**src/rtl/sdr_cfg_pkg.sv**
```systemverilog
// Shared types and constants for the SDRAM configuration sequencer.
package sdr_cfg_pkg;

    // Sequencer states; encodings are visible in STATUS[6:4].
    typedef enum logic [2:0] {
        ST_OFF       = 3'd0,
        ST_LOAD      = 3'd1,
        ST_INIT_WAIT = 3'd2,
        ST_RUN       = 3'd3,
        ST_DRAIN     = 3'd4,
        ST_QUIET     = 3'd5,
        ST_FAULT     = 3'd6
    } state_e;

    // Register indices.
    localparam logic [2:0] REG_CTRL   = 3'd0;
    localparam logic [2:0] REG_STATUS = 3'd1;
    localparam logic [2:0] REG_MODE   = 3'd2;
    localparam logic [2:0] REG_TIM    = 3'd3;
    localparam logic [2:0] REG_GEOM   = 3'd4;
    localparam logic [2:0] REG_RFSH   = 3'd5;

    // Reset defaults for the shadow and active banks.
    localparam logic [1:0]  RST_WIDTH     = 2'b10;
    localparam logic [1:0]  RST_COLBITS   = 2'd0;
    localparam logic [1:0]  RST_REQ_DEPTH = 2'd3;
    localparam logic [3:0]  RST_TRAS      = 4'd4;
    localparam logic [3:0]  RST_TRP       = 4'd2;
    localparam logic [3:0]  RST_TRCD      = 4'd2;
    localparam logic [3:0]  RST_TRCAR     = 4'd7;
    localparam logic [3:0]  RST_TWR       = 4'd1;
    localparam logic [2:0]  RST_CAS       = 3'd3;
    localparam logic [12:0] RST_MODE      = 13'h033;
    localparam logic [15:0] RST_RFSH      = 16'h0100;
    localparam logic [15:0] RST_RFMAX     = 16'h0006;

    // One complete configuration set. Refresh fields are held at their
    // maximum register-field width (16 bits) and masked to the configured
    // width on write, so any parameterisation fits the same struct.
    typedef struct packed {
        logic [1:0]  width;
        logic [1:0]  colbits;
        logic [1:0]  req_depth;
        logic [3:0]  tras;
        logic [3:0]  trp;
        logic [3:0]  trcd;
        logic [3:0]  trcar;
        logic [3:0]  twr;
        logic [2:0]  cas;
        logic [12:0] mode;
        logic [15:0] rfsh;
        logic [15:0] rfmax;
    } sdr_cfg_t;

    localparam sdr_cfg_t CFG_RESET = '{
        width:     RST_WIDTH,
        colbits:   RST_COLBITS,
        req_depth: RST_REQ_DEPTH,
        tras:      RST_TRAS,
        trp:       RST_TRP,
        trcd:      RST_TRCD,
        trcar:     RST_TRCAR,
        twr:       RST_TWR,
        cas:       RST_CAS,
        mode:      RST_MODE,
        rfsh:      RST_RFSH,
        rfmax:     RST_RFMAX
    };

endpackage

```
**src/rtl/sdr_cfg_sequencer_regfile.sv**
```systemverilog
// Register bus front end: decode, ack, shadow bank, CTRL and STATUS fields.
module sdr_cfg_sequencer_regfile
    import sdr_cfg_pkg::*;
#(
    parameter int SDR_REFRESH_TIMER_W   = 12,
    parameter int SDR_REFRESH_ROW_CNT_W = 3
) (
    input  logic        clk,
    input  logic        rst,
    input  logic        reg_req,
    input  logic        reg_we,
    input  logic [2:0]  reg_addr,
    input  logic [31:0] reg_wdata,
    output logic        reg_ack,
    output logic [31:0] reg_rdata,
    input  logic        sdr_init_done,
    input  state_e      state,
    input  logic        fault_set,
    output sdr_cfg_t    shadow,
    output logic        en_eff,
    output logic        commit_pulse,
    output logic        fault
);

    localparam logic [15:0] RFSH_MASK  = 16'((1 << SDR_REFRESH_TIMER_W) - 1);
    localparam logic [15:0] RFMAX_MASK = 16'((1 << SDR_REFRESH_ROW_CNT_W) - 1);

    logic        ack_q, ack_d;
    logic [31:0] rdata_q, rdata_d;
    sdr_cfg_t    shadow_q, shadow_d;
    logic        en_q, en_d;
    logic        fault_q, fault_d;
    logic        acc_fire, wr_fire, rd_fire, ctrl_wr;

    // A request is accepted only when no ack is in flight, so every access takes two cycles.
    assign acc_fire = reg_req && !ack_q;
    assign wr_fire  = acc_fire && reg_we;
    assign rd_fire  = acc_fire && !reg_we;
    assign ctrl_wr  = wr_fire && (reg_addr == REG_CTRL);

    // EN as the sequencer must see it this cycle, so an EN=0 write takes effect immediately.
    assign en_eff       = ctrl_wr ? reg_wdata[0] : en_q;
    assign commit_pulse = ctrl_wr && reg_wdata[1];

    // Bus decode: read mux, shadow updates, EN and the sticky FAULT flag.
    always_comb begin
        ack_d    = acc_fire;
        rdata_d  = '0;
        shadow_d = shadow_q;
        en_d     = en_q;
        fault_d  = fault_q;
        if (rd_fire) begin
            case (reg_addr)
                REG_CTRL: rdata_d[0] = en_q;
                REG_STATUS: begin
                    rdata_d[0]   = sdr_init_done;
                    rdata_d[1]   = (state != ST_RUN);
                    rdata_d[2]   = fault_q;
                    rdata_d[6:4] = state;
                end
                REG_MODE: rdata_d[12:0] = shadow_q.mode;
                REG_TIM: begin
                    rdata_d[3:0]   = shadow_q.tras;
                    rdata_d[7:4]   = shadow_q.trp;
                    rdata_d[11:8]  = shadow_q.trcd;
                    rdata_d[15:12] = shadow_q.trcar;
                    rdata_d[19:16] = shadow_q.twr;
                    rdata_d[22:20] = shadow_q.cas;
                end
                REG_GEOM: begin
                    rdata_d[1:0] = shadow_q.width;
                    rdata_d[3:2] = shadow_q.colbits;
                    rdata_d[5:4] = shadow_q.req_depth;
                end
                REG_RFSH: begin
                    rdata_d[15:0]  = shadow_q.rfsh;
                    rdata_d[31:16] = shadow_q.rfmax;
                end
                default: rdata_d = '0;
            endcase
        end
        if (wr_fire) begin
            case (reg_addr)
                REG_CTRL:   en_d = reg_wdata[0];
                REG_STATUS: if (reg_wdata[2]) fault_d = 1'b0;
                REG_MODE:   shadow_d.mode = reg_wdata[12:0];
                REG_TIM: begin
                    shadow_d.tras  = reg_wdata[3:0];
                    shadow_d.trp   = reg_wdata[7:4];
                    shadow_d.trcd  = reg_wdata[11:8];
                    shadow_d.trcar = reg_wdata[15:12];
                    shadow_d.twr   = reg_wdata[19:16];
                    shadow_d.cas   = reg_wdata[22:20];
                end
                REG_GEOM: begin
                    shadow_d.width     = reg_wdata[1:0];
                    shadow_d.colbits   = reg_wdata[3:2];
                    shadow_d.req_depth = reg_wdata[5:4];
                end
                REG_RFSH: begin
                    shadow_d.rfsh  = reg_wdata[15:0] & RFSH_MASK;
                    shadow_d.rfmax = reg_wdata[31:16] & RFMAX_MASK;
                end
                default: ;
            endcase
        end
        // A timeout in the same cycle as a clear keeps the flag set.
        if (fault_set) fault_d = 1'b1;
    end

    // Register state with synchronous reset.
    always_ff @(posedge clk) begin
        if (rst) begin
            ack_q    <= 1'b0;
            rdata_q  <= '0;
            shadow_q <= CFG_RESET;
            en_q     <= 1'b0;
            fault_q  <= 1'b0;
        end else begin
            ack_q    <= ack_d;
            rdata_q  <= rdata_d;
            shadow_q <= shadow_d;
            en_q     <= en_d;
            fault_q  <= fault_d;
        end
    end

    assign reg_ack   = ack_q;
    assign reg_rdata = rdata_q;
    assign shadow    = shadow_q;
    assign fault     = fault_q;

endmodule

```
**src/rtl/sdr_cfg_sequencer.sv**
```systemverilog
// Configuration sequencer: moves shadow settings onto the active cfg bus only while the controller is disabled.
module sdr_cfg_sequencer
    import sdr_cfg_pkg::*;
#(
    parameter int SDR_REFRESH_TIMER_W   = 12,
    parameter int SDR_REFRESH_ROW_CNT_W = 3,
    parameter int INIT_TIMEOUT          = 50000,
    parameter int QUIET_CYCLES          = 8
) (
    input  logic                             sdram_clk,
    input  logic                             sdram_rst,
    input  logic                             reg_req,
    input  logic                             reg_we,
    input  logic [2:0]                       reg_addr,
    input  logic [31:0]                      reg_wdata,
    output logic                             reg_ack,
    output logic [31:0]                      reg_rdata,
    input  logic                             sdr_init_done,
    input  logic                             ctrl_idle,
    output logic                             cfg_hold,
    output logic                             cfg_fault,
    output logic [1:0]                       cfg_sdr_width,
    output logic [1:0]                       cfg_sdr_colbits,
    output logic [1:0]                       cfg_sdr_req_depth,
    output logic [3:0]                       cfg_sdr_tras_d,
    output logic [3:0]                       cfg_sdr_trp_d,
    output logic [3:0]                       cfg_sdr_trcd_d,
    output logic [3:0]                       cfg_sdr_trcar_d,
    output logic [3:0]                       cfg_sdr_twr_d,
    output logic [2:0]                       cfg_sdr_cas,
    output logic [12:0]                      cfg_sdr_mode_reg,
    output logic [SDR_REFRESH_TIMER_W-1:0]   cfg_sdr_rfsh,
    output logic [SDR_REFRESH_ROW_CNT_W-1:0] cfg_sdr_rfmax,
    output logic                             cfg_sdr_en
);

    localparam int             TW         = $clog2(INIT_TIMEOUT + QUIET_CYCLES + 1);
    localparam logic [TW-1:0]  INIT_LAST  = TW'(INIT_TIMEOUT - 1);
    localparam logic [TW-1:0]  QUIET_LAST = TW'(QUIET_CYCLES - 1);

    state_e         state_q, state_d;
    logic [TW-1:0]  timer_q, timer_d;
    logic           commit_pend_q, commit_pend_d;
    sdr_cfg_t       active_q, active_d;
    sdr_cfg_t       shadow;
    logic           en_eff, commit_pulse, fault_set;
    logic           unused_active;

    sdr_cfg_sequencer_regfile #(
        .SDR_REFRESH_TIMER_W  (SDR_REFRESH_TIMER_W),
        .SDR_REFRESH_ROW_CNT_W(SDR_REFRESH_ROW_CNT_W)
    ) u_regfile (
        .clk          (sdram_clk),
        .rst          (sdram_rst),
        .reg_req      (reg_req),
        .reg_we       (reg_we),
        .reg_addr     (reg_addr),
        .reg_wdata    (reg_wdata),
        .reg_ack      (reg_ack),
        .reg_rdata    (reg_rdata),
        .sdr_init_done(sdr_init_done),
        .state        (state_q),
        .fault_set    (fault_set),
        .shadow       (shadow),
        .en_eff       (en_eff),
        .commit_pulse (commit_pulse),
        .fault        (cfg_fault)
    );

    // Next-state, timer, pending-commit and active-bank update logic.
    always_comb begin
        state_d       = state_q;
        timer_d       = '0;
        commit_pend_d = commit_pend_q;
        active_d      = active_q;
        fault_set     = 1'b0;
        case (state_q)
            ST_OFF: if (en_eff) state_d = ST_LOAD;
            ST_LOAD: begin
                active_d      = shadow;
                commit_pend_d = 1'b0;
                state_d       = ST_INIT_WAIT;
            end
            ST_INIT_WAIT: begin
                if (!en_eff) begin
                    state_d = ST_QUIET;
                end else if (sdr_init_done) begin
                    state_d = ST_RUN;
                end else if (timer_q == INIT_LAST) begin
                    state_d   = ST_FAULT;
                    fault_set = 1'b1;
                end
            end
            ST_RUN:   if (!en_eff || commit_pend_q) state_d = ST_DRAIN;
            ST_DRAIN: if (ctrl_idle) state_d = ST_QUIET;
            ST_QUIET: if (timer_q == QUIET_LAST) state_d = en_eff ? ST_LOAD : ST_OFF;
            ST_FAULT: begin
                if (!en_eff) begin
                    state_d = ST_OFF;
                end else if (commit_pulse) begin
                    state_d = ST_LOAD;
                end
            end
            default: state_d = ST_OFF;
        endcase
        // A commit landing during LOAD arrived after the snapshot, so it stays pending.
        if (commit_pulse && (state_q != ST_OFF)) commit_pend_d = 1'b1;
        // The timer restarts on every state entry and only counts where it is consulted.
        if ((state_d == state_q) && ((state_q == ST_INIT_WAIT) || (state_q == ST_QUIET))) begin
            timer_d = timer_q + TW'(1);
        end
    end

    // Sequencer state, timer and active bank registers.
    always_ff @(posedge sdram_clk) begin
        if (sdram_rst) begin
            state_q       <= ST_OFF;
            timer_q       <= '0;
            commit_pend_q <= 1'b0;
            active_q      <= CFG_RESET;
        end else begin
            state_q       <= state_d;
            timer_q       <= timer_d;
            commit_pend_q <= commit_pend_d;
            active_q      <= active_d;
        end
    end

    assign cfg_sdr_en = (state_q == ST_INIT_WAIT) || (state_q == ST_RUN) || (state_q == ST_DRAIN);
    assign cfg_hold   = (state_q != ST_RUN);

    assign cfg_sdr_width     = active_q.width;
    assign cfg_sdr_colbits   = active_q.colbits;
    assign cfg_sdr_req_depth = active_q.req_depth;
    assign cfg_sdr_tras_d    = active_q.tras;
    assign cfg_sdr_trp_d     = active_q.trp;
    assign cfg_sdr_trcd_d    = active_q.trcd;
    assign cfg_sdr_trcar_d   = active_q.trcar;
    assign cfg_sdr_twr_d     = active_q.twr;
    assign cfg_sdr_cas       = active_q.cas;
    assign cfg_sdr_mode_reg  = active_q.mode;
    assign cfg_sdr_rfsh      = active_q.rfsh[SDR_REFRESH_TIMER_W-1:0];
    assign cfg_sdr_rfmax     = active_q.rfmax[SDR_REFRESH_ROW_CNT_W-1:0];

    // Upper refresh bits are always zero after masking on write.
    assign unused_active = ^{active_q.rfsh, active_q.rfmax};

endmodule
```
**config.mk**
```make
export PLATFORM = sky130hd
export DESIGN_NAME = sdr_cfg_sequencer
export DESIGN_NICKNAME = d
export VERILOG_FILES = /design/src/rtl/sdr_cfg_pkg.sv /design/src/rtl/sdr_cfg_sequencer_regfile.sv /design/src/rtl/sdr_cfg_sequencer.sv
export SDC_FILE = /design/constraint.sdc
export NUM_CORES = 1
export LEC_CHECK = 0
export BUFFER_PORTS_ARGS = -buffer_cell sky130_fd_sc_hd__buf_2
export CAP_MARGIN = 15
export CORE_MARGIN = 10
export CORE_UTILIZATION = 55
export DETAILED_ROUTE_END_ITERATION = 7
export PLACE_DENSITY = 0.9
export SYNTH_ARGS = -nofsm -noshare
export SYNTH_HDL_FRONTEND = slang
export SYNTH_HIERARCHICAL = 1
export SYNTH_SLANG_ARGS = --single-unit
```
**constraint.sdc**
```tcl
create_clock -name sdram_clk -period 2.5 [get_ports sdram_clk]
set_input_delay 0.375 -clock sdram_clk [delete_from_list [all_inputs] [get_ports sdram_clk]]
set_output_delay 0.375 -clock sdram_clk [all_outputs]
set_load 0.03 [all_outputs]
```
# [Word-level counts from Yosys, hierarchy flattened]
# Cells that the tools add are included.
[word_totals] register_bits=160
[classes] addsub=1 n_eq_ne=15 n_mux=29 bitwise_logic=2 n_reduce_logical=29
[op_table] operator="2-to-1 mux 3 bit" count=9
[op_table] operator="case mux 3 bit (7 select lines)" count=1
[op_table] operator="case mux 10 bit (2 select lines)" count=1
[op_table] operator="case mux 2 bit (5 select lines)" count=2
[op_table] operator="case mux 6 bit (3 select lines)" count=1
[op_table] operator="adder 16 x 1 -> 16 bit, second input constant" count=1
[op_table] operator="equality test 16 bit, second input constant" count=1
[op_table] operator="equality test 16 x 3 -> 1 bit, second input constant" count=1
[op_table] operator="equality test 3 bit, second input constant" count=5
[op_table] operator="equality test 3 x 2 -> 1 bit, second input constant" count=4
[op_table] operator="2-to-1 mux 1 bit" count=12
[op_table] operator="AND reduction 2 bit" count=5
[op_table] operator="case mux 1 bit (4 select lines)" count=2
[op_table] operator="nonzero test 2 bit" count=4
[op_table] operator="logical AND 1 bit" count=7
[op_table] operator="equality test 3 x 1 -> 1 bit, second input constant" count=2
[op_table] operator="logical NOT 3 bit" count=2
[op_table] operator="case mux 1 bit (6 select lines)" count=1
[op_table] operator="logical OR 1 bit" count=4
[op_table] operator="OR reduction 2 bit" count=2
[op_table] operator="equality test 3 bit" count=1
[op_table] operator="logical NOT 1 bit" count=3
[op_table] operator="inequality test 3 x 2 -> 1 bit, second input constant" count=1
[op_table] operator="AND reduction 3 bit" count=1
[op_table] operator="2 further kinds" count=3

# [Logic depth before layout (Yosys ltp)]
# Gate-level depths: netlist of run 1.
[depth] depth_word=13 ltp_mapped=8 ltp_nobuf=7

# [Cells and area by module]
# Netlist of run 1, hierarchy kept.
[by_module_without_submodules] mod="sdr_cfg_sequencer_regfile" n_inst=1 cells_per_inst=385 area_each_um2=3480.8
[by_module_without_submodules] mod="sdr_cfg_sequencer" n_inst=1 cells_per_inst=383 area_each_um2=3141.8

# [Worst setup path before layout of run 1]
# Ideal clock, no wire load.
[synth_path] path_kind="register to register" start="register u_regfile.ack_q (netlist: u_regfile/reg_ack)" end="register timer_q[3]" t_arrival_ps=1964 setup_slack_ps=403 path_stages_with_launch=7 path_buffers=0 period_less_slack_ps=2097 cell_sequence="dfxtp_1 and4bb_4 nand2_1 mux2_2 a211o_1 o211ai_2 nor3_1"
[synth_between] elab_chain_cells=13
[synth_lines] item="from (decl)" line="sdr_cfg_sequencer_regfile.sv:28" source="logic ack_q, ack_d;"
[synth_lines] item="from (signal assigned)" line="sdr_cfg_sequencer_regfile.sv:120" source="ack_q <= ack_d;"
[synth_lines] item="logical NOT 1 bit (*)" line="sdr_cfg_sequencer_regfile.sv:36" source="assign acc_fire = reg_req && !ack_q;"
[synth_lines] item="logical AND 1 bit (*)" line="sdr_cfg_sequencer_regfile.sv:36"
[synth_lines] item="logical AND 1 bit (*)" line="sdr_cfg_sequencer_regfile.sv:37" source="assign wr_fire = acc_fire && reg_we;"
[synth_lines] item="logical AND 1 bit (*)" line="sdr_cfg_sequencer_regfile.sv:39" source="assign ctrl_wr = wr_fire && (reg_addr == REG_CTRL);"
[synth_lines] item="2-to-1 mux 1 bit (*)" line="sdr_cfg_sequencer_regfile.sv:42" source="assign en_eff = ctrl_wr ? reg_wdata[0] : en_q;"
[synth_lines] item="via en_eff" line="sdr_cfg_sequencer.sv:46" source="logic en_eff, commit_pulse, fault_set;"
[synth_lines] item="logical NOT 1 bit"
[synth_lines] item="logical OR 1 bit" line="sdr_cfg_sequencer.sv:94" source="ST_RUN: if (!en_eff || commit_pend_q) state_d = ST_DRAIN;"
[synth_lines] item="2-to-1 mux 3 bit" line="sdr_cfg_sequencer.sv:94"
[synth_lines] item="case mux 3 bit (7 select lines) (*)" line="sdr_cfg_sequencer.sv:77" source="case (state_q)"
[synth_lines] item="equality test 3 bit (*)" line="sdr_cfg_sequencer.sv:109" source="if ((state_d == state_q) && ((state_q == ST_INIT_WAIT) || (state_q == ST_QUIET))) begin"
[synth_lines] item="logical AND 1 bit (*)" line="sdr_cfg_sequencer.sv:109"
[synth_lines] item="inverter 1 bit (no source line) (*)"
[synth_lines] item="OR reduction 2 bit (no source line) (*)"
[synth_lines] item="to (signal assigned)" line="sdr_cfg_sequencer.sv:123" source="timer_q <= timer_d;"
[synth_lines] item="to (decl)" line="sdr_cfg_sequencer.sv:42" source="logic [TW-1:0] timer_q, timer_d;"
# The timed path passes the listed nets; every way through them passes the cells marked *.
# A chain may end at the register's enable or synchronous reset.

# [Worst setup path after layout of run 1]
# Same ends and word-level chain as after synthesis.

==> run_results.csv, run 1 <==
group,metric,value,unit
power_and_ir_drop,power_density,716.0,mW/mm^2
floorplan,start_util,56.64,%
sta,skew,0.006393,ns
setup_path,setup.worst_path.class,"flip-flop to flip-flop",
finish,n_antenna_cell,0,
route,wirelength,17800,um
sta,fin_crit,2.183,ns
floorplan,die_height,128.7,um
clocking,clk_latency,0.43,ns
finish,fillerInstances,908,
clocking,clk_path_buf_depth,2,
clocking,cts.sinks,160,
setup_path,end_kind,"flip-flop",
placed_design,hpwl,12180,um
yosys,synthCells,751,
sta,max_clock_freq,0.4581,GHz
floorplan,rows,39,
route,drt_first_iter_violations,465,
finish,largest_register_ffs,57,
route,num_vias,5803,
yosys,syn_area,0.006495,sq mm
sta,finalMaxSlewViolations,0,
sta,grt_setup_unrepaired,"no",
sta,hold_viol,0,
floorplan,die_x,128.7,um
sta,setup_viol,0,
route,drc,0,
yosys,synth_area_per_cell,8.648,sq um
setup_path,required,2.85,ns
placed_design,dpl_cell_area,0.007076,sq mm
setup_path,crit_fanout,10,
yosys,yosysWarnings,6,
placed_design,globalplace.congestion,0.8632,
setup_path,crit_arrival,2.53,ns
clocking,htreeDepth,4,
clocking,ctsRootBufferMaster,"clkbuf_16",
clocking,path_clk_slew,0.06,ns
finish,finalInstanceArea,0.007666,sq mm
global_routing,grt_antenna_before_repair,0,
finish,final_nets,894,
clocking,cts_tree,"done",
global_routing,grt_max_degree,99,
power_and_ir_drop,p_total,5489,uW
finish,register_area,0.003203,sq mm
setup_path,r2r_slack,0.32,ns
route,via_per_inst,5.780,
sta,whs,0.1731,ns
route,first_pass_iters,6,
sta,fin_crit_sh,87.31,%
clocking,post_cts_buffers,0,
clocking,post_cts_resized,0,
setup_path,crit_path_start_kind,"flip-flop",
global_routing,grt-ovfl-total,0,
run,maxCapViolations,0,
finish,multi_input_area,0.002947,sq mm
finish,drive_gt1_share,20.79,%
finish,area_delta_synth_final,18.03,%
clocking,ctsHoldBuffers,0,
sta,setup_tns,0,ns
min_path,hp-class,"primary input to flip-flop",
global_routing,grt_pass1_vias,5444,
global_routing,grt.total_usage,20.87,%
power_and_ir_drop,p_leak,0.003110,uW
floorplan,ios,134,
route,wl_per_cell,17.72,um
floorplan,core_area,0.01147,sq mm
route,ant_nets,0,
global_routing,grt_pass1_wl,27720,um
power_and_ir_drop,ir_worst_vdd,0.4729,mV
sta,tightestPinTransition,0.8885,ns
placed_design,portBuffers,115,
sta,slew_headroom,40.77,%
floorplan,die_area,0.01656,sq mm
clocking,cts-buffers-inserted,17,
outcome,run_status,"complete, no violations",
==> worst max-delay path, stage by stage (launching register included) <==
cell      delay, ns
dfxtp_1        0.35
and4bb_4       0.35
nand2_1        0.09
mux2_2         0.38
nand2b_1       0.16
o31ai_2        0.28
o211ai_2       0.26
nor3_1         0.23
==> final timing paths <==
check,startpoint,endpoint,cells after the start
setup / recovery,u_regfile/reg_ack$_SDFF_PP0_,timer_q[3]$_SDFF_PP0_,7
hold / removal,reg_wdata[13],u_regfile/shadow[53]$_SDFFE_PP1P_,3
setup reg to reg,u_regfile/reg_ack$_SDFF_PP0_,timer_q[3]$_SDFF_PP0_,7
hold reg to reg,cfg_sdr_rfsh[10]$_SDFFE_PP0P_,cfg_sdr_rfsh[10]$_SDFFE_PP0P_,2
==> report_power, final <==
part	internal [uW]	switching, uW
Clock	1600	999
Sequential	2580	18.9
Combinational	94.2	198
==> through the flow <==
stage | util (%) | cells | worst slack (ns)
3_5_place_dp | 61.70 | 975 | 0.2615
6_report | 66.85 | 1004 | 0.3172
4_1_cts | 66.85 | 1004 | 0.3267
5_1_grt | 66.85 | 1004 | 0.1119
2_1_floorplan | - | 759 | 0.4034
3_3_place_gp | 61.70 | 975 | 0.3105
==> final cells by class <==
type,count,area share (%)
Sequential cell,160,41.78
Multi-Input combinational cell,531,38.44
Timing Repair Buffer,134,9.401
Clock buffer,19,5.908
Tap cell,143,2.334
Clock inverter,10,1.795
Inverter,7,0.3427
==> placed cells by master, fill, tap and decap left out, types with 3 or more instances in the layout <==
master and n:
o21ai_0 6, buf_4 20, nand3_1 19, a211o_1 10, xor2_1 7, and2_1 8
nand4_1 7, nor2_1 44, a21oi_1 70, inv_1 7, a221oi_1 4, conb_1 9
nor4_1 4, clkbuf_16 17, xnor2_1 5, clkinv_2 3, mux2i_1 19, a31oi_1 3
nand3b_1 31, nor3_1 13, a21o_1 3, dfxtp_1 160, bufinv_16 3, buf_2 114
a22o_1 7, a22oi_1 12, and3_1 7, or3_1 3, nand2_1 186, a211oi_1 4
nand2b_1 9, nor2b_1 10
==> metal layers <==
| layer | global-route usage, % | vias up | part of all wire (%) |
|---|---|---|---|
| li1 | - | 2733 | - |
| met1 | 26.20 | 2698 | 40 |
| met2 | 30.63 | 321 | 45 |
| met3 | 7.680 | 51 | 12 |
| met4 | 11.07 | 0 | 3.1 |
| met5 | 0 | - | 0 |
Note: power is estimated with default switching activity, not from simulation.
==> inputs of run 2 (changes only) <==
--- a/config.mk
+++ b/config.mk
@@ -8,10 +8,9 @@
 export BUFFER_PORTS_ARGS = -buffer_cell sky130_fd_sc_hd__buf_2
 export CAP_MARGIN = 15
 export CORE_MARGIN = 10
-export CORE_UTILIZATION = 55
+export CORE_UTILIZATION = 54
 export DETAILED_ROUTE_END_ITERATION = 7
-export PLACE_DENSITY = 0.9
+export PLACE_DENSITY = 0.89
 export SYNTH_ARGS = -nofsm -noshare
 export SYNTH_HDL_FRONTEND = slang
-export SYNTH_HIERARCHICAL = 1
 export SYNTH_SLANG_ARGS = --single-unit
==> run_results.csv, run 2 <==
group,metric,value,unit
clocking,cts-buffers-inserted,17,
route,num_vias,6104,
route,via_per_inst,5.858,
power_and_ir_drop,p_int,4335,uW
power_and_ir_drop,p_leak,0.003140,uW
setup_path,required,2.85,ns
yosys,synth_mux_area_share,2.595,%
clocking,clk_path_buf_depth,2,
floorplan,core_area,0.01156,sq mm
sta,max_clock_freq,0.4529,GHz
run,maxCapViolations,0,
yosys,yosys.area_share.xor_xnor,1.763,%
finish,final_nets,928,
finish,stdcell_count,1042,
setup_path,r2r-start,"state_q[2]$_SDFF_PP0_",
route,wl_per_cell,18.40,um
finish,final_util,67.18,%
yosys,synthSimpleGateAreaFrac,26.57,%
yosys,synth_top_area_share,49.58,%
yosys,yosysWarnings,0,
power_and_ir_drop,power_frac_seq,46.0,%
yosys,synth_top_family_by_area,"simple AND/OR/NAND/NOR gates",
min_path,hp-class,"primary input to flip-flop",
global_routing,grt_pass1_wl,29970,um
yosys,ys_seq_area_share,49.58,%
floorplan,die_height,129.4,um
yosys,synth_ff_type,"dfxtp_1",
floorplan,ios,134,
sta,tightestPinTransition,0.6756,ns
sta,slew_headroom,54.86,%
yosys,netlist_top_cells_count,"nand2_1, dfxtp_1, a21oi_1",
clocking,cts_tree,"done",
power_and_ir_drop,power_density,734.7,mW/mm^2
floorplan,die_area,0.01674,sq mm
floorplan,start_util,55.86,%
power_and_ir_drop,combPwrFrac,7.8,%
sta,finalMaxSlewViolations,0,
route,wirelength,19170,um
yosys,synth_most_common_cell,"nand2_1",
finish,fillerInstances,886,
yosys,async_reset_ff_share,0,%
setup_path,crit_arrival,2.56,ns
sta,fin_crit_sh,88.32,%
setup_path,setup.worst_path.class,"flip-flop to flip-flop",
clocking,ctsHoldBuffers,0,
clocking,clk_latency,0.43,ns
global_routing,grt-ovfl-total,0,
route,drt_first_iter_violations,943,
finish,largest_register_ffs,57,
power_and_ir_drop,p_sw,1372,uW
route,ant_nets,0,
finish,area_delta_synth_final,20.26,%
route,drc,0,
yosys,synth_compound_area_share,14.24,%
placed_design,hpwl,12960,um
clocking,htreeDepth,4,
clocking,post_cts_buffers,0,
yosys,synth_area_per_cell,8.303,sq um
setup_path,crit_fanout,17,
min_path,min_from,"reg_wdata[13]",
yosys,synthTopCellsByArea,"dfxtp_1, nand2_1, a21oi_1, nand3b_1, clkbuf_1",
power_and_ir_drop,ir_worst_vdd,0.3508,mV
power_and_ir_drop,clkPwrFrac,46.3,%
clocking,post_cts_resized,0,
finish,multi_input_area,0.002973,sq mm
placed_design,portBuffers,115,
floorplan,rows,39,
yosys,synthCells,778,
setup_path,crit_path_start_kind,"flip-flop",
yosys,syn_area,0.006460,sq mm
clocking,ctsRootBufferMaster,"clkbuf_16",
power_and_ir_drop,swShare,24.04,%
sta,setup_tns,0,ns
outcome,run_status,"complete, no violations",
sta,hold_viol,0,
yosys,synth.distinct_cells,54,
global_routing,grt_antenna_before_repair,2,
sta,skew,0.009703,ns
finish,final_common_cell,"nand2_1",
global_routing,grt_pass1_vias,5750,
global_routing,grt_max_degree,61,
setup_path,worstSetupStartpoint,"state_q[2]$_SDFF_PP0_",
global_routing,grt.total_usage,22.49,%
placed_design,globalplace.congestion,0.9243,
floorplan,die_x,129.4,um
finish,register_area,0.003203,sq mm
yosys,synth_fa_ha_area_share,0.1937,%
yosys,synth_seq_cells,160,
yosys,synth_edf_count,0,
finish,final_cell_mix,"nand2_1, dfxtp_1, buf_2",
clocking,cts.sinks,160,
placed_design,dp_cells,1010,
route,first_pass_iters,6,
yosys,yosys.area.top_type,"dfxtp_1",
finish,drive_gt1_share,22.07,%
setup_path,end_kind,"flip-flop",
clocking,path_clk_slew,0.06,ns
sta,grt_setup_unrepaired,"no",
sta,fin_crit,2.208,ns
sta,setup_viol,0,
[run 2: critical path, cell delays in order (launching register included)]
cell	delay [ns]
dfxtp_1	0.70
o21ai_0	0.15
o311a_1	0.33
or3_1	0.49
buf_4	0.25
a211oi_2	0.22
[run 2: worst paths after layout]
path / end / slack, ns / cells past startpoint
max: timer_q[13]$_SDFF_PP0_ / 0.29 / 5
min: u_regfile.shadow[53]$_SDFFE_PP1P_ / 0.16 / 3
max reg2reg: timer_q[13]$_SDFF_PP0_ / 0.29 / 5
min reg2reg: timer_q[0]$_SDFF_PP0_ / 0.45 / 1
[run 2: final cells by class]
cell class                      count  area share, %
Antenna cell                        2        0.06442
Sequential cell                   160          41.23
Timing Repair Buffer              142          10.21
Multi-Input combinational cell    559          38.27
Clock inverter                     10          1.756
Inverter                            6         0.2899
Tap cell                          143          2.303
Clock buffer                       20          5.879
[run 2: metal layers]
layer	vias to the layer above	global-route usage, %	part of all wire, %
met5	-	0	0
met4	0	11.91	4.2
met3	75	8.157	12
met2	398	34.81	46
met1	2816	26.89	37
li1	2815	-	-
[run 2: power by group through the flow]
| stage | clock, uW | sequential (uW) | combinational [uW] |
|---|---|---|---|
| finish | 2640 | 2620 | 444 |
| global route | 2750 | 2630 | 479 |
| CTS | 2630 | 2620 | 440 |
| detailed placement | 0 | 2680 | 433 |
| global placement | 0 | 2670 | 427 |
| floorplan | 0 | 2720 | 268 |
[run 2: metrics by stage]
stage	hold slack [ns]	instance area (sq um)	setup WS (ns)	total power (uW)
4_1_cts	0.1538	7764	0.2983	5692
3_5_place_dp	0.4421	7171	0.1324	3110
2_1_floorplan	0.4229	6490	0.3654	2993
6_report	0.1584	7769	0.2920	5707
3_3_place_gp	0.4355	7171	0.1924	3102
5_1_grt	0.1672	7766	0.1861	5855
[run 2: kinds of logic (layout without fill, tap and decap cells)]
kind of cell	count (synthesis)	in the layout
AOI/OAI and AO/OA	145	145
and+or+nand+nor	375	375
muxes	16	16
other	1	11
xor gates and xnor gates	13	13
buffers and inverters	67	178
adders and majority gates	1	1
DFF	160	160
